## src/rtl/swm_sequencer.sv

```systemverilog
// -----------------------------------------------------------------------------
// swm_sequencer
//
// Store-multiple engine. On an accepted start it latches a register-select
// mask and a base byte address, then walks the mask from bit 0 upward. For
// each selected register it reads the register file (READ) and issues one
// handshaked word write to data memory (WRITE). Consecutive stored words go
// to consecutive STRIDE-spaced addresses, independent of register number.
// When the mask is exhausted it pulses done_o for one cycle (DONE) and
// returns to IDLE.
//
// Handshake: a memory write transfers on any rising edge where
// mem_req_o=1 and mem_ready_i=1. While mem_req_o=1 and mem_ready_i=0 the
// address and data are held stable and mem_req_o stays high.
//
// Ports:
//   clk_i        clock, rising edge
//   rst_i        asynchronous active-high reset
//   start_i      store-multiple valid, sampled only in IDLE
//   addrcode_i   register-select mask (bit k selects register k)
//   base_i       base byte address
//   rf_data_i    register file read data for rf_addr_o (same cycle)
//   rf_addr_o    register file read index
//   mem_req_o    memory write request
//   mem_addr_o   memory write byte address
//   mem_wdata_o  memory write data
//   mem_ready_i  memory accepts the write when high with mem_req_o
//   stall_o      holds the upstream pipeline
//   busy_o       high in every state except IDLE
//   done_o       one-cycle completion pulse
//
// The FSM state is held in state_q (type state_t) for observation.
// -----------------------------------------------------------------------------
module swm_sequencer #(
    parameter int MASK_W = 21,
    parameter int ADDR_W = 32,
    parameter int DATA_W = 32,
    parameter int STRIDE = 4
) (
    input  logic              clk_i,
    input  logic              rst_i,
    input  logic              start_i,
    input  logic [MASK_W-1:0] addrcode_i,
    input  logic [ADDR_W-1:0] base_i,
    input  logic [DATA_W-1:0] rf_data_i,
    output logic [4:0]        rf_addr_o,
    output logic              mem_req_o,
    output logic [ADDR_W-1:0] mem_addr_o,
    output logic [DATA_W-1:0] mem_wdata_o,
    input  logic              mem_ready_i,
    output logic              stall_o,
    output logic              busy_o,
    output logic              done_o
);

    typedef enum logic [1:0] {
        IDLE  = 2'd0,
        READ  = 2'd1,
        WRITE = 2'd2,
        DONE  = 2'd3
    } state_t;

    state_t            state_q;
    state_t            state_d;

    logic [MASK_W-1:0] mask_q;
    logic [ADDR_W-1:0] addr_q;
    logic [DATA_W-1:0] wdata_q;
    logic [4:0]        idx_q;

    logic [4:0]        enc_idx;
    logic [MASK_W-1:0] mask_clr;
    logic              accept_start;
    logic              accept_write;

    // Lowest set bit wins: scan from the top so lower indices overwrite.
    always_comb begin
        enc_idx = '0;
        for (int i = MASK_W - 1; i >= 0; i--) begin
            if (mask_q[i]) begin
                enc_idx = 5'(i);
            end
        end
    end

    // Mask with the register just written removed.
    assign mask_clr = mask_q & ~(MASK_W'(1) << idx_q);

    assign accept_start = (state_q == IDLE) && start_i;
    assign accept_write = (state_q == WRITE) && mem_ready_i;

    // State register.
    always_ff @(posedge clk_i or posedge rst_i) begin
        if (rst_i) begin
            state_q <= IDLE;
        end else begin
            state_q <= state_d;
        end
    end

    // Next state and outputs.
    always_comb begin
        state_d     = state_q;
        rf_addr_o   = '0;
        mem_req_o   = 1'b0;
        mem_addr_o  = '0;
        mem_wdata_o = '0;
        stall_o     = 1'b0;
        busy_o      = (state_q != IDLE);
        done_o      = 1'b0;

        case (state_q)
            IDLE: begin
                stall_o = start_i;
                if (start_i) begin
                    state_d = (addrcode_i != '0) ? READ : DONE;
                end
            end
            READ: begin
                stall_o   = 1'b1;
                rf_addr_o = enc_idx;
                state_d   = WRITE;
            end
            WRITE: begin
                stall_o     = 1'b1;
                mem_req_o   = 1'b1;
                mem_addr_o  = addr_q;
                mem_wdata_o = wdata_q;
                if (mem_ready_i) begin
                    state_d = (mask_clr != '0) ? READ : DONE;
                end
            end
            DONE: begin
                done_o  = 1'b1;
                state_d = IDLE;
            end
            default: begin
                state_d = IDLE;
            end
        endcase

        // Outputs are forced low for as long as reset is held, including
        // stall_o, which would otherwise follow start_i in IDLE.
        if (rst_i) begin
            rf_addr_o   = '0;
            mem_req_o   = 1'b0;
            mem_addr_o  = '0;
            mem_wdata_o = '0;
            stall_o     = 1'b0;
            busy_o      = 1'b0;
            done_o      = 1'b0;
        end
    end

    // Datapath registers.
    always_ff @(posedge clk_i or posedge rst_i) begin
        if (rst_i) begin
            mask_q  <= '0;
            addr_q  <= '0;
            wdata_q <= '0;
            idx_q   <= '0;
        end else begin
            if (accept_start) begin
                mask_q <= addrcode_i;
                addr_q <= base_i;
            end
            if (state_q == READ) begin
                wdata_q <= rf_data_i;
                idx_q   <= enc_idx;
            end
            if (accept_write) begin
                mask_q <= mask_clr;
                addr_q <= addr_q + ADDR_W'(STRIDE);
            end
        end
    end

endmodule

```

## config.mk

```make
export PLATFORM = sky130hd
export DESIGN_NAME = swm_sequencer
export DESIGN_NICKNAME = d
export VERILOG_FILES = /design/src/rtl/swm_sequencer.sv
export SDC_FILE = /design/constraint.sdc
export NUM_CORES = 1
export LEC_CHECK = 0
export CAP_MARGIN = 30
export CORE_MARGIN = 3
export CORE_UTILIZATION = 48
export DETAILED_ROUTE_END_ITERATION = 16
export GPL_TIMING_DRIVEN = 0
export PLACE_DENSITY = 0.82
export SLEW_MARGIN = 25
export SYNTH_ARGS = -nofsm -noshare
export SYNTH_HDL_FRONTEND = slang
export SYNTH_SLANG_ARGS = --single-unit
```

## constraint.sdc

```tcl
create_clock -name clk_i -period 6.3 [get_ports clk_i]
set_clock_uncertainty 0.15 [all_clocks]
set_input_delay 0.945 -clock clk_i [delete_from_list [all_inputs] [get_ports clk_i]]
set_output_delay 0.945 -clock clk_i [all_outputs]
set_load 0.1 [all_outputs]
```

==> results of run 1 <==
[synth_stat cells (4+ instances only)]
cell / instances
a211oi_1: 17
a21oi_1: 23
a22o_1: 11
a311oi_1: 10
and3_1: 66
and4_1: 4
buf_1: 4
buf_2: 4
clkbuf_1: 32
dfrtp_1: 92
ha_1: 6
inv_1: 17
mux2_2: 32
nand2_1: 47
nand3_1: 18
nand4_1: 9
nor2_1: 57
nor3_1: 16
nor4_1: 8
o21ai_0: 48
o22ai_1: 6
o31ai_1: 4
o32ai_1: 4
[worst min-delay path by stage]
| stage | to | slack [ps] | from | depth (start not counted) |
|---|---|---|---|---|
| after floorplan | addr_q[0] | 290 | addr_q[0] | 2 |
| after global placement | addr_q[1] | 310 | addr_q[1] | 2 |
| after detailed placement | addr_q[0] | 310 | addr_q[0] | 2 |
| after CTS | addr_q[0] | 330 | addr_q[0] | 2 |
| after global routing | addr_q[0] | 350 | addr_q[0] | 2 |
| final | addr_q[0] | 330 | addr_q[0] | 2 |
[power groups by stage]
stage               registers, W  logic [W]  clock network, W
floorplan                0.00106    0.00165                 0
global placement         0.00114    0.00216                 0
finish                   0.00116    0.00221          0.000436
global route             0.00119    0.00235          0.000467
CTS                      0.00114    0.00220          0.000441
detailed placement       0.00115    0.00219                 0
[cell families after synthesis]
logic type | after synthesis | synth area share [%]
adders and majority gates | 6 | 1.41
AOI/OAI and AO/OA | 148 | 18.4
buffers and inverters | 58 | 4.33
muxes | 33 | 6.97
DFF | 92 | 43.3
and+or+nand+nor | 252 | 25.6
[worst reg2reg max path, cell delays in order, from the launching register on]
cell and delay [ps]:
dfrtp_1 470, inv_1 110, ha_1 140, clkbuf_1 390
nand2_1 250, nor2_2 450, clkbuf_1 600, a211oi_1 110
a311oi_1 290
[routing by layer]
| metal | global-route usage [%] | vias to the layer above |
|---|---|---|
| li1 | - | 2526 |
| met1 | 38.7 | 2653 |
| met2 | 45.3 | 263 |
| met3 | 4.75 | 40 |
| met4 | 11.7 | 0 |
| met5 | 0 | - |
[stage by stage]
step | area [µm²] | utilization [%]
2_1_floorplan | 5320 | -
3_3_place_gp | 7100 | 67.2
3_5_place_dp | 7130 | 67.5
4_1_cts | 7350 | 69.6
5_1_grt | 7350 | 69.6
6_report | 7350 | 69.6
[state kept, by name (all words and copies together), names as in the netlist]
signal	flops
addr_q	32
wdata_q	32
mask_q	21
idx_q	5
state_q	2
[final cells by class]
class                   count  area share [%]
well taps                 136            2.32
clock buffers              12            2.25
inverters                  17           0.868
flip-flops and latches     92            31.3
plain buffers              41            2.32
multi-input cells         439            37.9
repair buffers            162            22.3
clock inverters             4           0.749
==> flow_summary.json, run 1 <==
{
  "combPwrFrac_pct": 58.0,
  "antenna_found_initial": 0,
  "crit_type": "in2out",
  "top_layer_used": "met4",
  "ys_top_cells_by_area": "dfrtp_1 43%, and3_1 7.8%, mux2_2 6.8%, o21ai_0 4.5%, nor2_1 4.0%",
  "mostFrequentLayoutCell": "clkdlybuf4s50_1",
  "peakVddDrop_uv": 321,
  "ant_nets": 0,
  "synth_edf_count": 0,
  "place.detailed.hpwl_um": 13300,
  "power_frac_seq_pct": 30.5,
  "endpoint_kind": "output pin",
  "start_util_pct": 50.4,
  "die_y_um": 111,
  "fin_nets": 857,
  "relSlewSlack_pct": 32.2,
  "multiInputGateArea_um2": 2780,
  "via_per_inst": 6.07,
  "syn_area_per_cell_um2": 9.02,
  "power.internal_w": 0.00181,
  "r2r_start": "state_q[1]",
  "clkTransAtPathRegs_ps": 90,
  "power_density_nw_per_um2": 517,
  "yosysTopAreaCell": "dfrtp_1",
  "dieArea_um2": 12400,
  "swShare_pct": 52.3,
  "post-place-ws_ps": 1430,
  "seq_area_frac_synth_pct": 43.3,
  "start_kind": "input pin",
  "synth_nets": 684,
  "cap_viol_max_count": 0,
  "startpoint": "rst_i",
  "period_needed_ps": 4800,
  "vias": 5482,
  "cpLargestDelayFamily": "buffers and inverters",
  "core_um2": 10600,
  "grt_pass1_vias": 5412,
  "hold_ws_ps": 330,
  "hold_viol_final": 0,
  "leakage_nw": 3.10,
  "met1_length_um": 7380,
  "critical_path_required_ps": 5200,
  "grt.overflow.total": 0,
  "finalNonFillerCells": 903,
  "holdBufCountCts": 0,
  "synth_ff_type": "dfrtp_1",
  "gp_congestion": 0.941,
  "async_flop_share_pct": 100,
  "fin_ws_ps": 1500,
  "path_buf_inv": 5,
  "finalSetupViolCount": 0,
  "routed-wl-met2_um": 8570,
  "finalCritPeriodShare_pct": 76.2,
  "wl_met3_um": 1340,
  "slowest_delay_ps": 1140,
  "r2r_end": "addr_q[11]",
  "grt_setup_unrepaired": "no",
  "power_w": 0.00380,
  "clkSinkCount": 92,
  "path_max_fanout": 57,
  "slowest_stage": "clkdlybuf4s50_1",
  "track_usage_pct": 28.5,
  "cts-root-buf": "clkbuf_8",
  "fillers": 835,
  "regArea_um2": 2300,
  "cp_cell_sequence": "clkdlybuf4s50_1 -> inv_1 -> clkbuf_4 -> buf_16 -> and3_1 -> clkdlybuf4s50_1",
  "cts_tree": "done",
  "hold_class": "reg2reg",
  "ff2ff_path_depth": 8,
  "drive_gt1_share_pct": 9.39,
  "drc_errors": 0,
  "cts_buffer_depth": 2,
  "io_pins": 162,
  "cts_resized": 0,
  "syn_area_um2": 5320,
  "grt_pass1_wl_um": 28500,
  "drv_slew": 0,
  "final_cell_mix": "161 x clkdlybuf4s50_1, 92 x dfrtp_1, 66 x and3_1",
  "clockPowerShare_pct": 11.5,
  "antennaDiodeCount": 0,
  "synth_top_area_share_pct": 43.3,
  "grt_max_degree": 58,
  "synth_seq_cells": 92,
  "tightest_slew_ps": 1010,
  "htree_levels": 3,
  "first_pass_iters": 5,
  "cp-endpoint": "mem_wdata_o[27]",
  "status": "completed",
  "path_depth": 6,
  "clock.fmax_ghz": 0.208,
  "port_buffers": 161,
  "postCtsSetupRepairBufs": 0,
  "rrSetupSlack_ps": 3250,
  "arrival_ps": 3710,
  "cts_buffers": 9,
  "wirelength_um": 17900,
  "synthCells": 589,
  "rows": 37,
  "area_delta_synth_final_pct": 38.3,
  "cpMostUsedCell": "clkdlybuf4s50_1",
  "avgRoutedWirePerCell_um": 19.8,
  "clk_latency_ps": 370,
  "power.switching_w": 0.00199,
  "die_width_um": 111,
  "dp_cells": 887,
  "drtIter0Drc": 547,
  "fin_tns_setup_ps": 0,
  "ys_types": 63,
  "synth_warnings": 0
}
Note: power is estimated with default switching activity, not from simulation.
==> inputs of run 2 (changes only) <==
==> constraint.sdc (replaced) <==
create_clock -name clk_i -period 4.69 [get_ports clk_i]
set_clock_uncertainty 0.15 [all_clocks]
set_input_delay 0.7035 -clock clk_i [delete_from_list [all_inputs] [get_ports clk_i]]
set_output_delay 0.7035 -clock clk_i [all_outputs]
set_load 0.1 [all_outputs]
==> run 2 against run 1 <==
  * Via count is 0.75% higher
  * Sequential share of layout area is 0.090 points lower
  * Global-route usage is 0.98 points higher
  * Sequential power rose by 34%
  * Non-clock buffer count unchanged
  * Critical path type is now reg2out
  * Critical endpoint is now rf_addr_o[0]
  * Largest cell class unchanged
  * Highest routed layer unchanged
==> flow_summary.json, run 2 (synthesized netlist as in run 1, its figures left out) <==
{
  "io_pins": 162,
  "peakVddDrop_uv": 398,
  "endpoint_kind": "output pin",
  "fin_ws_ps": 332,
  "slowest_stage": "clkdlybuf4s50_1",
  "port_buffers": 161,
  "drive_gt1_share_pct": 9.52,
  "grt.overflow.total": 0,
  "area_delta_synth_final_pct": 38.7,
  "status": "completed",
  "postCtsSetupRepairBufs": 0,
  "clockPowerShare_pct": 12.2,
  "dieArea_um2": 12400,
  "antenna_found_initial": 0,
  "grt_pass1_wl_um": 29300,
  "vias": 5523,
  "use_met2_pct": 49.2,
  "top_regs": "addr_q: 32 flops, wdata_q: 32 flops, mask_q: 21 flops",
  "power.switching_w": 0.00271,
  "leakage_nw": 3.11,
  "power.internal_w": 0.00246,
  "via_per_inst": 6.12,
  "cts_resized": 0,
  "die_y_um": 111,
  "first_pass_iters": 5,
  "period_needed_ps": 4360,
  "cpLargestDelayFamily": "buffers and inverters",
  "arrival_ps": 3500,
  "power_w": 0.00517,
  "place.detailed.hpwl_um": 13700,
  "cts-root-buf": "clkbuf_8",
  "clock.fmax_ghz": 0.229,
  "post-place-ws_ps": 478,
  "drv_slew": 0,
  "power_frac_seq_pct": 30.3,
  "cap_viol_max_count": 0,
  "drtIter0Drc": 495,
  "start_util_pct": 50.4,
  "power_density_nw_per_um2": 701,
  "cts_tree": "done",
  "grtUsageMet3_pct": 4.31,
  "gp_congestion": 0.933,
  "hold_class": "reg2reg",
  "wirelength_um": 18400,
  "htree_levels": 3,
  "track_usage_pct": 29.5,
  "finalSetupViolCount": 0,
  "path_buf_inv": 3,
  "core_um2": 10600,
  "rows": 37,
  "crit_type": "reg2out",
  "clk_latency_ps": 380,
  "avgRoutedWirePerCell_um": 20.4,
  "fin_tns_setup_ps": 0,
  "cts_buffers": 9,
  "clkTransAtPathRegs_ps": 90,
  "final_cell_mix": "161 x clkdlybuf4s50_1, 92 x dfrtp_1, 66 x and3_1",
  "grt.busiest_layer": "met2",
  "grt_pass1_vias": 5414,
  "hold_viol_final": 0,
  "grtUsageMet1_pct": 39.8,
  "cts_buffer_depth": 2,
  "finalCritPeriodShare_pct": 92.9,
  "finalNonFillerCells": 903,
  "drc_errors": 0,
  "dp_cells": 887,
  "path_max_fanout": 10,
  "start_kind": "flop",
  "swShare_pct": 52.4,
  "ant_nets": 0,
  "holdBufCountCts": 0,
  "die_width_um": 111,
  "antennaDiodeCount": 0,
  "slowest_delay_ps": 1210,
  "dpl_cell_area_um2": 7140,
  "critical_path_required_ps": 3840,
  "clkSinkCount": 92,
  "grt_max_degree": 54,
  "tightest_slew_ps": 1020,
  "grt_setup_unrepaired": "no",
  "relSlewSlack_pct": 31.8,
  "combPwrFrac_pct": 57.5,
  "design_area_um2": 7370,
  "mostFrequentLayoutCell": "clkdlybuf4s50_1",
  "cp_cell_sequence": "inv_1 -> ha_1 -> buf_1 -> nand2_1 -> nor3_1 -> nand3_1 -> o311ai_1 -> clkdlybuf4s50_1",
  "fin_nets": 857
}
==> run 2: path summary, 6_finish.rpt <==
path	start	to	slack, ps	cells after the start
min in group asynchronous	rst_i	wdata_q[17]	670	3
worst max-delay path	state_q[1]	rf_addr_o[0]	330	8
max in group asynchronous	rst_i	addr_q[18]	3110	4
worst min register to register	addr_q[1]	addr_q[1]	330	2
worst min-delay path	addr_q[1]	addr_q[1]	330	2
worst max register to register	state_q[1]	addr_q[16]	1610	8
==> run 2: per-layer routing <==
metal | up-vias | wire length, µm | part of all wire (%)
met5 | - | 0 | 0
met4 | 0 | 447 | 2.4
met3 | 31 | 1330 | 7.2
met2 | 263 | 9000 | 49
met1 | 2702 | 7640 | 41
li1 | 2527 | - | -
==> run 2: power by group through the flow <==
stage          logic [W]  registers (W)  clock network (W)
2_1_floorplan    0.00222        0.00143                  0
3_3_place_gp     0.00289        0.00154                  0
3_5_place_dp     0.00295        0.00156                  0
4_1_cts          0.00296        0.00155           0.000634
5_1_grt          0.00317        0.00162           0.000664
6_report         0.00297        0.00156           0.000631
==> run 2: final cells by class <==
class,instances,area (µm²)
Buffer,41,176
Clock buffer,10,138
Clock inverter,6,91.3
Fill cell,826,3190
Inverter,17,63.8
Multi-Input combinational cell,439,2790
Sequential cell,92,2300
Tap cell,136,170
Timing Repair Buffer,162,1640
==> run 2: through the flow <==
stage / hold WS, ps / util [%]
2_1_floorplan: 287 / -
3_3_place_gp: 306 / 67.3
3_5_place_dp: 313 / 67.7
4_1_cts: 336 / 69.8
5_1_grt: 371 / 69.8
6_report: 333 / 69.8
==> run 2: worst register-to-register path, cell delays in order, from the launching register on <==
cell and delay, ps:
dfrtp_1 460, inv_1 110, ha_1 140, clkbuf_1 390, nand2_1 250, nor2_2 480
clkbuf_1 620, nor3_1 120, a211oi_1 270
